===== src/rtl/alu_share_if.sv =====
// One requester's link to the shared ALU: a request channel in and a response channel out.
interface alu_share_if;
  logic        req_valid;
  logic        req_ready;
  logic [31:0] req_a;
  logic [31:0] req_b;
  logic [3:0]  req_op;
  logic        rsp_valid;
  logic        rsp_ready;
  logic [31:0] rsp_result;
  logic        rsp_zero;
  logic        rsp_err;

  modport master (
    output req_valid, req_a, req_b, req_op, rsp_ready,
    input  req_ready, rsp_valid, rsp_result, rsp_zero, rsp_err
  );
  modport slave (
    input  req_valid, req_a, req_b, req_op, rsp_ready,
    output req_ready, rsp_valid, rsp_result, rsp_zero, rsp_err
  );
endinterface


===== src/rtl/alu_share_arbiter.sv =====
// Two-requester arbiter around one combinational 32-bit ALU; one operation in flight,
// IDLE -> EXEC -> RESP, registered operands and registered per-requester responses.
module alu_share_alu (
  input  logic [3:0]  op,
  input  logic [31:0] a,
  input  logic [31:0] b,
  output logic [31:0] y,
  output logic        illegal
);
  always_comb begin
    y       = '0;
    illegal = 1'b0;
    case (op)
      4'd0: y = a + b;
      4'd1: y = a - b;
      4'd2: y = a & b;
      4'd3: y = a | b;
      4'd4: y = a ^ b;
      4'd5: y = a << b[4:0];
      4'd6: y = a >> b[4:0];
      4'd7: y = 32'($signed(a) >>> b[4:0]);
      4'd8: y = {31'b0, a < b};
      4'd9: y = {31'b0, $signed(a) < $signed(b)};
      default: illegal = 1'b1;
    endcase
  end
endmodule

module alu_share_arbiter #(
  parameter bit FIXED_PRIO = 1'b0
) (
  input logic       clk,
  input logic       rst,
  alu_share_if.slave port0,
  alu_share_if.slave port1
);
  localparam logic [1:0] IDLE = 2'd0;
  localparam logic [1:0] EXEC = 2'd1;
  localparam logic [1:0] RESP = 2'd2;

  logic [1:0]       state;
  logic             last_grant, gnt_q, grant;
  logic [31:0]      a_q, b_q, alu_y;
  logic [3:0]       op_q;
  logic             alu_illegal;

  logic [1:0]       valid, ready, rsp_ready;
  logic [1:0][31:0] a_in, b_in;
  logic [1:0][3:0]  op_in;
  logic [1:0]       rsp_valid, rsp_zero, rsp_err;
  logic [1:0][31:0] rsp_result;

  assign valid     = {port1.req_valid, port0.req_valid};
  assign a_in      = {port1.req_a, port0.req_a};
  assign b_in      = {port1.req_b, port0.req_b};
  assign op_in     = {port1.req_op, port0.req_op};
  assign rsp_ready = {port1.rsp_ready, port0.rsp_ready};

  assign port0.req_ready  = ready[0];
  assign port1.req_ready  = ready[1];
  assign port0.rsp_valid  = rsp_valid[0];
  assign port1.rsp_valid  = rsp_valid[1];
  assign port0.rsp_result = rsp_result[0];
  assign port1.rsp_result = rsp_result[1];
  assign port0.rsp_zero   = rsp_zero[0];
  assign port1.rsp_zero   = rsp_zero[1];
  assign port0.rsp_err    = rsp_err[0];
  assign port1.rsp_err    = rsp_err[1];

  // Grant depends only on the valids, so a held request keeps its grant until taken.
  always_comb begin
    if (&valid) grant = FIXED_PRIO ? 1'b0 : ~last_grant;
    else        grant = valid[1];
    ready[0] = !rst && (state == IDLE) && valid[0] && !grant;
    ready[1] = !rst && (state == IDLE) && valid[1] &&  grant;
  end

  alu_share_alu u_alu (
    .op      (op_q),
    .a       (a_q),
    .b       (b_q),
    .y       (alu_y),
    .illegal (alu_illegal)
  );

  always_ff @(posedge clk or posedge rst) begin
    if (rst) begin
      state      <= IDLE;
      last_grant <= 1'b1;
      gnt_q      <= 1'b0;
      a_q        <= '0;
      b_q        <= '0;
      op_q       <= '0;
      rsp_valid  <= '0;
      rsp_result <= '0;
      rsp_zero   <= '0;
      rsp_err    <= '0;
    end else begin
      case (state)
        IDLE: if (|(valid & ready)) begin
          a_q        <= a_in[grant];
          b_q        <= b_in[grant];
          op_q       <= op_in[grant];
          gnt_q      <= grant;
          last_grant <= grant;
          state      <= EXEC;
        end
        EXEC: begin
          // Illegal codes report a clean zero result, never the ALU's raw output.
          rsp_valid[gnt_q]  <= 1'b1;
          rsp_result[gnt_q] <= alu_illegal ? 32'd0 : alu_y;
          rsp_zero[gnt_q]   <= !alu_illegal && (alu_y == 32'd0);
          rsp_err[gnt_q]    <= alu_illegal;
          state             <= RESP;
        end
        RESP: if (rsp_ready[gnt_q]) begin
          rsp_valid[gnt_q] <= 1'b0;
          state            <= IDLE;
        end
        default: state <= IDLE;
      endcase
    end
  end
endmodule


===== src/flat_wrapper.sv =====
// flat-port wrapper written by rule: the top's interface ports become plain ports
module alu_share_arbiter_flat 
#(
  parameter bit FIXED_PRIO = 1'b0
)
  (clk, rst, port0_req_valid, port0_req_a, port0_req_b, port0_req_op, port0_rsp_ready, port0_req_ready, port0_rsp_valid, port0_rsp_result, port0_rsp_zero, port0_rsp_err, port1_req_valid, port1_req_a, port1_req_b, port1_req_op, port1_rsp_ready, port1_req_ready, port1_rsp_valid, port1_rsp_result, port1_rsp_zero, port1_rsp_err);
  alu_share_if port0_i ();
  alu_share_if port1_i ();
  input logic clk;
  input logic rst;
  input wire logic [$bits(port0_i.req_valid)-1:0] port0_req_valid;
  input wire logic [$bits(port0_i.req_a)-1:0] port0_req_a;
  input wire logic [$bits(port0_i.req_b)-1:0] port0_req_b;
  input wire logic [$bits(port0_i.req_op)-1:0] port0_req_op;
  input wire logic [$bits(port0_i.rsp_ready)-1:0] port0_rsp_ready;
  output wire logic [$bits(port0_i.req_ready)-1:0] port0_req_ready;
  output wire logic [$bits(port0_i.rsp_valid)-1:0] port0_rsp_valid;
  output wire logic [$bits(port0_i.rsp_result)-1:0] port0_rsp_result;
  output wire logic [$bits(port0_i.rsp_zero)-1:0] port0_rsp_zero;
  output wire logic [$bits(port0_i.rsp_err)-1:0] port0_rsp_err;
  input wire logic [$bits(port1_i.req_valid)-1:0] port1_req_valid;
  input wire logic [$bits(port1_i.req_a)-1:0] port1_req_a;
  input wire logic [$bits(port1_i.req_b)-1:0] port1_req_b;
  input wire logic [$bits(port1_i.req_op)-1:0] port1_req_op;
  input wire logic [$bits(port1_i.rsp_ready)-1:0] port1_rsp_ready;
  output wire logic [$bits(port1_i.req_ready)-1:0] port1_req_ready;
  output wire logic [$bits(port1_i.rsp_valid)-1:0] port1_rsp_valid;
  output wire logic [$bits(port1_i.rsp_result)-1:0] port1_rsp_result;
  output wire logic [$bits(port1_i.rsp_zero)-1:0] port1_rsp_zero;
  output wire logic [$bits(port1_i.rsp_err)-1:0] port1_rsp_err;
  assign port0_i.req_valid = port0_req_valid;
  assign port0_i.req_a = port0_req_a;
  assign port0_i.req_b = port0_req_b;
  assign port0_i.req_op = port0_req_op;
  assign port0_i.rsp_ready = port0_rsp_ready;
  assign port0_req_ready = port0_i.req_ready;
  assign port0_rsp_valid = port0_i.rsp_valid;
  assign port0_rsp_result = port0_i.rsp_result;
  assign port0_rsp_zero = port0_i.rsp_zero;
  assign port0_rsp_err = port0_i.rsp_err;
  assign port1_i.req_valid = port1_req_valid;
  assign port1_i.req_a = port1_req_a;
  assign port1_i.req_b = port1_req_b;
  assign port1_i.req_op = port1_req_op;
  assign port1_i.rsp_ready = port1_rsp_ready;
  assign port1_req_ready = port1_i.req_ready;
  assign port1_rsp_valid = port1_i.rsp_valid;
  assign port1_rsp_result = port1_i.rsp_result;
  assign port1_rsp_zero = port1_i.rsp_zero;
  assign port1_rsp_err = port1_i.rsp_err;
  alu_share_arbiter #(.FIXED_PRIO(FIXED_PRIO)) u_core (.clk(clk), .rst(rst), .port0(port0_i), .port1(port1_i));
endmodule

===== config.mk =====
export PLATFORM = sky130hd
export DESIGN_NAME = alu_share_arbiter_flat
export DESIGN_NICKNAME = d
export VERILOG_FILES = /design/src/rtl/alu_share_if.sv /design/src/rtl/alu_share_arbiter.sv /design/src/flat_wrapper.sv
export SDC_FILE = /design/constraint.sdc
export NUM_CORES = 1
export LEC_CHECK = 0
export BUFFER_PORTS_ARGS = -buffer_cell sky130_fd_sc_hd__buf_4
export CAP_MARGIN = 40
export CORE_MARGIN = 1
export CORE_UTILIZATION = 45
export CTS_CLUSTER_SIZE = 24
export DETAILED_ROUTE_END_ITERATION = 10
export PLACE_DENSITY = 0.65
export SLEW_MARGIN = 20
export SYNTH_ARGS = -nofsm -noshare
export SYNTH_HDL_FRONTEND = slang
export SYNTH_HIERARCHICAL = 1
export SYNTH_SLANG_ARGS = --single-unit

===== constraint.sdc =====
create_clock -name clk -period 4.8 [get_ports clk]
set_clock_uncertainty 0.2 [all_clocks]
set_input_delay 0.72 -clock clk [delete_from_list [all_inputs] [get_ports clk]]
set_output_delay 0.72 -clock clk [all_outputs]
set_load 0.01 [all_outputs]

== After elaboration in Yosys (flattened, before gate mapping) ==
Index checks and enable logic that the tools add are counted.
Storage, ports and cells
  register bits: 142
  latch bits: 0
  memory bits (writable): 0
  memory bits (read-only): 0
  word-level logic and storage cells: 85
  memories: 0
Operators by class
  add/sub/neg operators: 2
  $mul: 0
  div/mod/pow operators: 0
  $lt $le $gt $ge: 5
  equality and inequality tests: 13
  shift operators: 3
  mux-type cells: 24
  bitwise logic cells: 8
  reduce and logical (&&, ||, !) cells: 19
Operators by type and width (number)
  32-bit one-hot mux with 10 select lines: 1
  32-bit 2-to-1 mux: 6
  64-bit bitwise mux: 1
  32-bit < comparator: 2
  32-bit adder: 1
  32-bit bitwise AND: 1
  32-bit demux with 1-bit select: 1
  32-bit zero test: 1
  32-bit OR: 1
  32-bit by 5-bit << shifter with 32-bit output: 1
  32-bit by 5-bit right shift with 32-bit output: 1
  32-bit by 5-bit >>> shifter with 32-bit output: 1
  32-bit subtractor: 1
  32-bit XOR: 1
  4-bit by 3-bit equality test with 1-bit output (second input constant): 4
  10-bit OR reduction: 1
  4-bit by 2-bit equality test with 1-bit output (second input constant): 2
  4-bit equality test (second input constant): 2
  4-bit 2-to-1 mux: 2
  2-bit AND reduction: 4
  1-bit logical AND: 7
  2-bit 2-to-1 mux: 3
  2-bit one-hot mux with 3 select lines: 1
  1-bit 2-to-1 mux: 5
  other kinds (19): 23

== Logic depth before layout (Yosys ltp) ==
Gate-level depths: netlist (run 1).
  word-level depth: 8
  depth in mapped cells: 20

== Modules after synthesis ==
Netlist (run 1), hierarchy kept.
Modules (own cells, without submodules)
  alu_share_alu: instances 1, cells an instance 1289, area an instance 8585.7 um2, seq. area each 0.0 um2
  alu_share_arbiter: instances 1, cells an instance 590, area an instance 6369.9 um2, seq. area each 3554.7 um2

== Least setup slack after synthesis (run 1) ==
No wires, ideal clock.
  path kind: register to register
  from: register u_core.b_q[2]
  to: register u_core.rsp_zero[1]
  setup time: 0.074 ns
  arrival: 4.327 ns
  setup slack: 0.199 ns
  stages on the path, launching flop included: 20
  path buffers: 5
  cell sequence: dfrtp_1 clkinv_1 buf_2 buf_2 buf_2 buf_2 ha_1 buf_2 or4_4 a21oi_1 nor2_1 o221ai_2 o21ai_0 a211o_1 a21oi_1 o211ai_1 nor4_1 nand4_1 or3_4 o21ai_2
Between the ends
  word-level cells in the longest chain between the ends: 5
Ends and longest elaborated chain
  start, declared: line alu_share_arbiter.sv:43  | logic [31:0] a_q, b_q, alu_y;
  start signal, assigned: line alu_share_arbiter.sv:102  | b_q <= b_in[grant];
  32-bit subtractor (tied with other cells): line alu_share_arbiter.sv:15  | 4'd1: y = a - b;
  32-bit one-hot mux with 10 select lines *: line alu_share_arbiter.sv:13  | case (op)
  named net u_core.alu_y[29]: line alu_share_arbiter.sv:43
  32-bit zero test *: line alu_share_arbiter.sv:112  | rsp_zero[gnt_q] <= !alu_illegal && (alu_y == 32'd0);
  1-bit logical AND *: line alu_share_arbiter.sv:112
  2-bit bitwise mux *: line alu_share_arbiter.sv:112
  end signal, assigned by index: line alu_share_arbiter.sv:112
  end, declared: line alu_share_arbiter.sv:50  | logic [1:0] rsp_valid, rsp_zero, rsp_err;
Mark *: on every way through the listed nets, which the timed path passes. The rest lies on a longest branch.
A chain may end at the register's enable or synchronous reset.

== Worst setup path after layout (run 1) ==
  from: register u_core.a_q[0]
  to: register u_core.rsp_zero[1]
Between the ends
  word-level cells in the longest chain between the ends: 5
Ends and longest elaborated chain
  start, declared: line alu_share_arbiter.sv:43
  start signal, assigned: line alu_share_arbiter.sv:101  | a_q <= a_in[grant];
  32-bit subtractor (tied with other cells): line alu_share_arbiter.sv:15
  32-bit one-hot mux with 10 select lines *: line alu_share_arbiter.sv:13
  named net u_core.alu_y[30]: line alu_share_arbiter.sv:43
  32-bit zero test *: line alu_share_arbiter.sv:112
  1-bit logical AND *: line alu_share_arbiter.sv:112
  2-bit bitwise mux *: line alu_share_arbiter.sv:112
Marks and branches as above.

==> flow_metrics.env, run 1 <==
export IMPL_status="complete, no violations"
export IMPL_setup_slack_ns=0.167
export IMPL_firstDrtPassIters=6
export IMPL_netlist_area_mm2=0.0150
export IMPL_die_y_um=184
export IMPL_nets=2316
export IMPL_r2r_end="u_core/rsp_zero[1]$_DFFE_PP0P_"
export IMPL_ys_types=92
export IMPL_portBuffers=213
export IMPL_fin_crit_ns=4.63
export IMPL_dr_first_iter_drc_count=1667
export IMPL_slowest_stage="or4_1"
export IMPL_die_area_mm2=0.0340
export IMPL_max_cap_viol_count=0
export IMPL_dp_cells=2495
export IMPL_p_leak_nw=8.06
export IMPL_cts_hold_fix_buffers=0
export IMPL_worstSetupStartpoint="u_core/a_q[0]$_DFFE_PP0P_"
export IMPL_r2r_slack_ns=0.17
export IMPL_ys_seq_area_frac=0.238
export IMPL_async_reset_ff_frac=1.00
export IMPL_ant_nets=0
export IMPL_syn_nets=2121
export IMPL_path_class="register to register"
export IMPL_dpl_worst_slack_ns=0.174
export IMPL_layout_cells_non_filler=2531
export IMPL_die_w_um=184
export IMPL_antenna_found_initial=2
export IMPL_htreeDepth=4
export IMPL_ys_seq_elements=142
export IMPL_syn_avg_cell_area_um2=7.96
export IMPL_r2r_start="u_core/a_q[0]$_DFFE_PP0P_"
export IMPL_synth_edff_count=0
export IMPL_endpoint_kind="register"
export IMPL_io_pins=214
export IMPL_synthFlopType="dfrtp_1"
export IMPL_fmax_mhz=216
export IMPL_clock_path_buffers=2
export IMPL_clk_pin_slew_ns=0.06
export IMPL_initial_core_util=0.458
export IMPL_clkLatencyLatePin_ns=0.45
export IMPL_arrival_ns=4.80
export IMPL_yosysWarnings=6
export IMPL_period_share=0.965
export IMPL_cts_inserted_buffers=17
export IMPL_min_path_type="input port to async pin"
export IMPL_tightestPinTransition_ns=0.820
export IMPL_critPathMaxStageDelay_ns=0.49
export IMPL_critPathRequiredTime_ns=4.97
export IMPL_crit_path_frequent_cell="nor4_1"
export IMPL_first_global_vias=14900
export IMPL_power_density_mw_per_mm2=903
export IMPL_drc_errors=0
export IMPL_ir_drop_mv=0.786
export IMPL_setup_viol=0
export IMPL_grt_setup_unrepaired="false"
export IMPL_hpwlAfterDp_um=48500
export IMPL_row_count=66
export IMPL_cts_root_buf="clkbuf_16"
export IMPL_cts_tree="done"
export IMPL_core_mm2=0.0326
export IMPL_cts_sinks=142
export IMPL_syn_to_final_growth_pct=19.5
export IMPL_relSlewSlack=0.450
export IMPL_critPathLaunchType="register"
export IMPL_hold_viol=0
export IMPL_cp_cell_sequence="inv_1 > ha_1 > fa_1 > o21ba_1 > or4_1 > o2111ai_2 > nand2_1 > o22ai_1 > o21a_2 > nor4_1 > nor4_1 > o21ai_1 > nor4_1 > nand4_1 > or3_4 > o21ai_2"
export IMPL_grt_pass1_wl_um=92700
export IMPL_route_vias_total=15800
export IMPL_grt_overflow_total=0
export IMPL_drv_slew=0
export IMPL_tns_ns=0
export IMPL_multi_input_area_mm2=0.0103
export IMPL_grt_max_degree=77
export IMPL_wl_per_cell_um=24.6
export IMPL_drt_total_wl_um=62100
export IMPL_endpoint="u_core/rsp_zero[1]$_DFFE_PP0P_"
export IMPL_viasPerCell=6.23
export IMPL_seqCellArea_mm2=0.00356
export IMPL_grtUsageTotal=0.368
export IMPL_reg2regPathDepth=16
export IMPL_fill_cells=3149
export IMPL_gp_congestion=1.02
export IMPL_crit_path_max_fanout=7
export IMPL_syn_inst=1879
export IMPL_drive_above_1_share=0.245
-- per-layer routing --
| metal | part of all wire | track usage | wire (µm) |
|---|---|---|---|
| met5 | 0.00021 | 0 | 13 |
| met1 | 0.41 | 0.471 | 25500 |
| met3 | 0.095 | 0.0958 | 5920 |
| met2 | 0.44 | 0.573 | 27600 |
| met4 | 0.050 | 0.180 | 3110 |
-- critical path: cells and delay by family, from the launching register on --
family,cells,cell delay [ns]
compound gates,6,1.24
fa+ha+maj,2,0.66
buf+inv,1,0.09
flops,1,0.45
simple gates,7,1.89
-- cells by family after synthesis --
logic type / Yosys count / synth area share
compound gates: 649 / 0.298
xor+xnor: 1 / 0.000586
mux: 156 / 0.126
buf+inv: 241 / 0.0757
flops: 142 / 0.238
fa+ha+maj: 100 / 0.0847
simple gates: 590 / 0.177
-- timing repair --
| action | CTS | global route |
|---|---|---|
| setup buffers | 0 | 0 |
| endpoints found under the setup margin | 0 | 2 |
| gates resized for setup | 0 | 3 |
-- flip-flops by register name, indices dropped and copies added (netlist names), named ones only --
| name | count |
|---|---|
| u_core/rsp_zero | 2 |
| u_core/gnt_q | 1 |
| u_core/state | 2 |
| u_core/op_q | 4 |
| u_core/rsp_err | 2 |
| u_core/b_q | 32 |
| u_core/last_grant | 1 |
| u_core/a_q | 32 |
| u_core/port0.rsp_result | 32 |
| u_core/port1.rsp_result | 32 |
-- cells in the mapped netlist (11+ instances only) --
master    instances  area share
ha_1             98       0.082
buf_6            16       0.012
nand2_1         184       0.046
a21o_1           25       0.013
clkbuf_1         60       0.015
mux4_2           24       0.036
nand2b_1         46       0.019
a21oi_1         122       0.041
mux2i_1         111       0.074
o22ai_1          20      0.0084
a211o_1          12      0.0070
o211ai_1         25       0.013
a21oi_2          62       0.036
nor4_1           16      0.0067
o21ai_0         148       0.050
o221ai_1         19       0.011
mux2_2           21       0.016
nor2_1          234       0.059
a22oi_1          11      0.0055
o31ai_1          18      0.0090
a31oi_1          24       0.010
nand3_1          20      0.0067
inv_1            91       0.023
a211oi_1         28       0.014
dfrtp_1         141        0.24
nor3_1           27      0.0090
o21bai_1         15      0.0075
o21ai_1          13      0.0044
buf_4            13      0.0065
buf_2            46       0.015
a221oi_1         21       0.012
-- power breakdown --
group          switching, mW  total [mW]  internal, mW
Combinational           7.87        12.5          4.61
Sequential             0.585        2.29          1.71
Clock                  0.558        1.36         0.797
Total                   9.01        16.1          7.12
-- final cells by class --
type,count,area share
multi-input combinational,1496,0.578
sequential,142,0.199
timing repair buffer,322,0.138
tap,442,0.0309
clock buffer,21,0.0258
inverter,95,0.0202
clock inverter,11,0.00728
antenna,2,0.000280
-- how the worst min path moves through the flow --
stage	cells after the start	to
3_5_place_dp	2	u_core/port1.rsp_result[12]$_DFFE_PP0P_
4_1_cts	2	u_core/b_q[9]$_DFFE_PP0P_
3_3_place_gp	2	u_core/port1.rsp_result[1]$_DFFE_PP0P_
2_1_floorplan	2	u_core/op_q[1]$_DFFE_PP0P_
6_report	2	u_core/b_q[16]$_DFFE_PP0P_
5_1_grt	2	u_core/b_q[16]$_DFFE_PP0P_
-- cell usage in the layout, fill, tap and decap left out, types with 17 or more instances in the layout --
cell / instances
ha_1: 97
o221ai_1: 19
inv_1: 90
mux2i_1: 111
dfrtp_1: 138
mux2_2: 21
o211ai_1: 25
a211oi_1: 28
a31oi_1: 24
a21oi_1: 122
nand2_1: 184
nor2_1: 234
a21o_1: 25
o22ai_1: 20
nand3_1: 19
o31ai_1: 18
o21ai_0: 148
clkbuf_16: 17
buf_4: 315
nor3_1: 26
a221oi_1: 21
mux4_2: 24
nand2b_1: 46
a21oi_2: 62
-- through the flow --
stage | utilization | instance area (µm²) | power (mW) | hold WS (ns)
2_1_floorplan | - | 15000 | 9.94 | 0.289
3_3_place_gp | 0.528 | 17200 | 14.3 | 0.264
5_1_grt | 0.548 | 17900 | 17.1 | 0.247
6_report | 0.548 | 17900 | 16.1 | 0.197
3_5_place_dp | 0.529 | 17300 | 14.3 | 0.271
4_1_cts | 0.547 | 17800 | 15.7 | 0.226
(Power assumes the default switching activity.)
==> run 2, diff against run 1 <==
Settings changed: CELL_PAD_IN_SITES_DETAIL_PLACEMENT set to 0, CELL_PAD_IN_SITES_GLOBAL_PLACEMENT set to 1, CORE_UTILIZATION 45 to 40, PLACE_DENSITY 0.65 to 0.76.
==> flow_metrics.env, run 2 (same netlist as run 1, synthesis figures left out) <==
export IMPL_switchingPower_mw=9.05
export IMPL_p_leak_nw=8.22
export IMPL_critPathLaunchType="register"
export IMPL_cts_sinks=142
export IMPL_grt_overflow_total=0
export IMPL_die_y_um=195
export IMPL_row_count=70
export IMPL_layout_cells_non_filler=2581
export IMPL_grt_max_degree=75
export IMPL_tns_ns=0
export IMPL_worstSetupStartpoint="u_core/a_q[0]$_DFFE_PP0P_"
export IMPL_cts_tree="done"
export IMPL_clock_path_buffers=2
export IMPL_portBuffers=213
export IMPL_grt_pass1_wl_um=94200
export IMPL_critPathRequiredTime_ns=4.99
export IMPL_ant_nets=0
export IMPL_first_global_vias=15200
export IMPL_antenna_found_initial=1
export IMPL_cts_setup_buffers=0
export IMPL_period_share=0.950
export IMPL_layout_common_cells="buf_4 (341), nor2_1 (234), nand2_1 (184), o21ai_0 (148), dfrtp_1 (138)"
export IMPL_drt_total_wl_um=63000
export IMPL_io_pins=214
export IMPL_cts_inserted_buffers=17
export IMPL_die_w_um=195
export IMPL_grt_setup_unrepaired="false"
export IMPL_die_area_mm2=0.0382
export IMPL_place_area_mm2=0.0175
export IMPL_cts_hold_fix_buffers=0
export IMPL_initial_core_util=0.408
export IMPL_arrival_ns=4.75
export IMPL_status="complete, no violations"
export IMPL_syn_to_final_growth_pct=21.2
export IMPL_r2r_start="u_core/a_q[0]$_DFFE_PP0P_"
export IMPL_hold_slack_ns=0.0512
export IMPL_grtUsageTotal=0.328
export IMPL_viasPerCell=6.12
export IMPL_drive_above_1_share=0.254
export IMPL_antennaDiodeCount=0
export IMPL_clkLatencyLatePin_ns=0.47
export IMPL_power_density_mw_per_mm2=897
export IMPL_drv_slew=0
export IMPL_htreeDepth=4
export IMPL_cts_resized=0
export IMPL_cts_root_buf="clkbuf_16"
export IMPL_nets=2342
export IMPL_min_path_type="input port to async pin"
export IMPL_final_common_cell="buf_4"
export IMPL_wl_per_cell_um=24.4
export IMPL_intPower_mw=7.21
export IMPL_clk_pin_slew_ns=0.07
export IMPL_fmax_mhz=219
export IMPL_crit_path_max_fanout=7
export IMPL_dr_first_iter_drc_count=1664
export IMPL_hpwlAfterDp_um=48300
export IMPL_gp_congestion=1.03
export IMPL_hold_viol=0
export IMPL_setup_viol=0
export IMPL_clockPowerShare=0.086
export IMPL_dp_cells=2549
export IMPL_relSlewSlack=0.418
export IMPL_endpoint_kind="register"
export IMPL_postLayoutCellArea_mm2=0.0181
export IMPL_core_mm2=0.0367
export IMPL_tightestPinTransition_ns=0.864
export IMPL_firstDrtPassIters=6
export IMPL_path_class="register to register"
export IMPL_drc_errors=0
export IMPL_fin_crit_ns=4.56
export IMPL_max_cap_viol_count=0
export IMPL_ir_drop_mv=0.425
export IMPL_pwr_share_comb=0.779
export IMPL_p_sw_frac=0.557
export IMPL_final_util=0.494
export IMPL_route_vias_total=15800
export IMPL_p_seq_frac=0.135
==> run 2: cell types whose count changed in the layout (fill, tap and decap cells not counted), sizes merged, moves of 2 or more <==
cell and delta:
clkbuf -3, inv +2, clkinv +4, clkinvlp -3
diode -2, buf +27
==> run 2: metrics by stage <==
stage	setup WS [ns]	total power, mW
detailed placement	0.259	14.5
floorplan	0.0721	9.94
finish	0.238	16.3
global route	0.0222	17.3
CTS	0.237	15.9
global placement	0.260	14.4
==> run 2: final timing paths <==
check | end | slack, ns | cells past startpoint
setup / recovery | u_core/rsp_zero[1]$_DFFE_PP0P_ | 0.24 | 16
hold / removal | u_core/b_q[14]$_DFFE_PP0P_ | 0.05 | 2
setup reg to reg | u_core/rsp_zero[1]$_DFFE_PP0P_ | 0.24 | 16
hold reg to reg | u_core/port1.rsp_result[30]$_DFFE_PP0P_ | 0.28 | 2
max in group asynchronous | u_core/rsp_err[0]$_DFFE_PP0P_ | 3.24 | 4
min in group clk | u_core/last_grant$_DFFE_PP1P_ | 0.26 | 2
==> run 2: per-layer routing <==
metal	part of all wire	track usage	vias up
met1	0.43	0.448	7528
li1	-	-	7293
met2	0.44	0.497	821
met4	0.052	0.174	2
met5	0.00022	0	-
met3	0.081	0.0523	156
==> run 2: worst max-delay path, cell delays in order (launching register included) <==
cell and delay (ns):
dfrtp_1 0.46, inv_1 0.11, ha_1 0.25, fa_1 0.43, o21ba_1 0.22, or4_1 0.47, o2111ai_2 0.19, nand2_1 0.19
o22ai_2 0.19, o21a_1 0.23, nor4_1 0.07, nor4_1 0.33, o21ai_1 0.15, nor4_1 0.32, nand4_1 0.16, or3_4 0.41
o21ai_2 0.13
==> run 2: cell type report <==
cell class,instances,area (µm²)
fill,3630,18600
multi-input combinational,1496,10300
sequential,142,3560
timing repair buffer,348,2700
tap,468,586
clock buffer,19,453
inverter,95,362
clock inverter,13,149
==> run 2: power groups by stage <==
stage	Clock (mW)	Combinational, mW	Sequential [mW]
finish	1.39	12.7	2.20
floorplan	0	7.66	2.27
detailed placement	0	12.3	2.22
global placement	0	12.2	2.20
global route	1.47	13.5	2.26
CTS	1.42	12.3	2.19
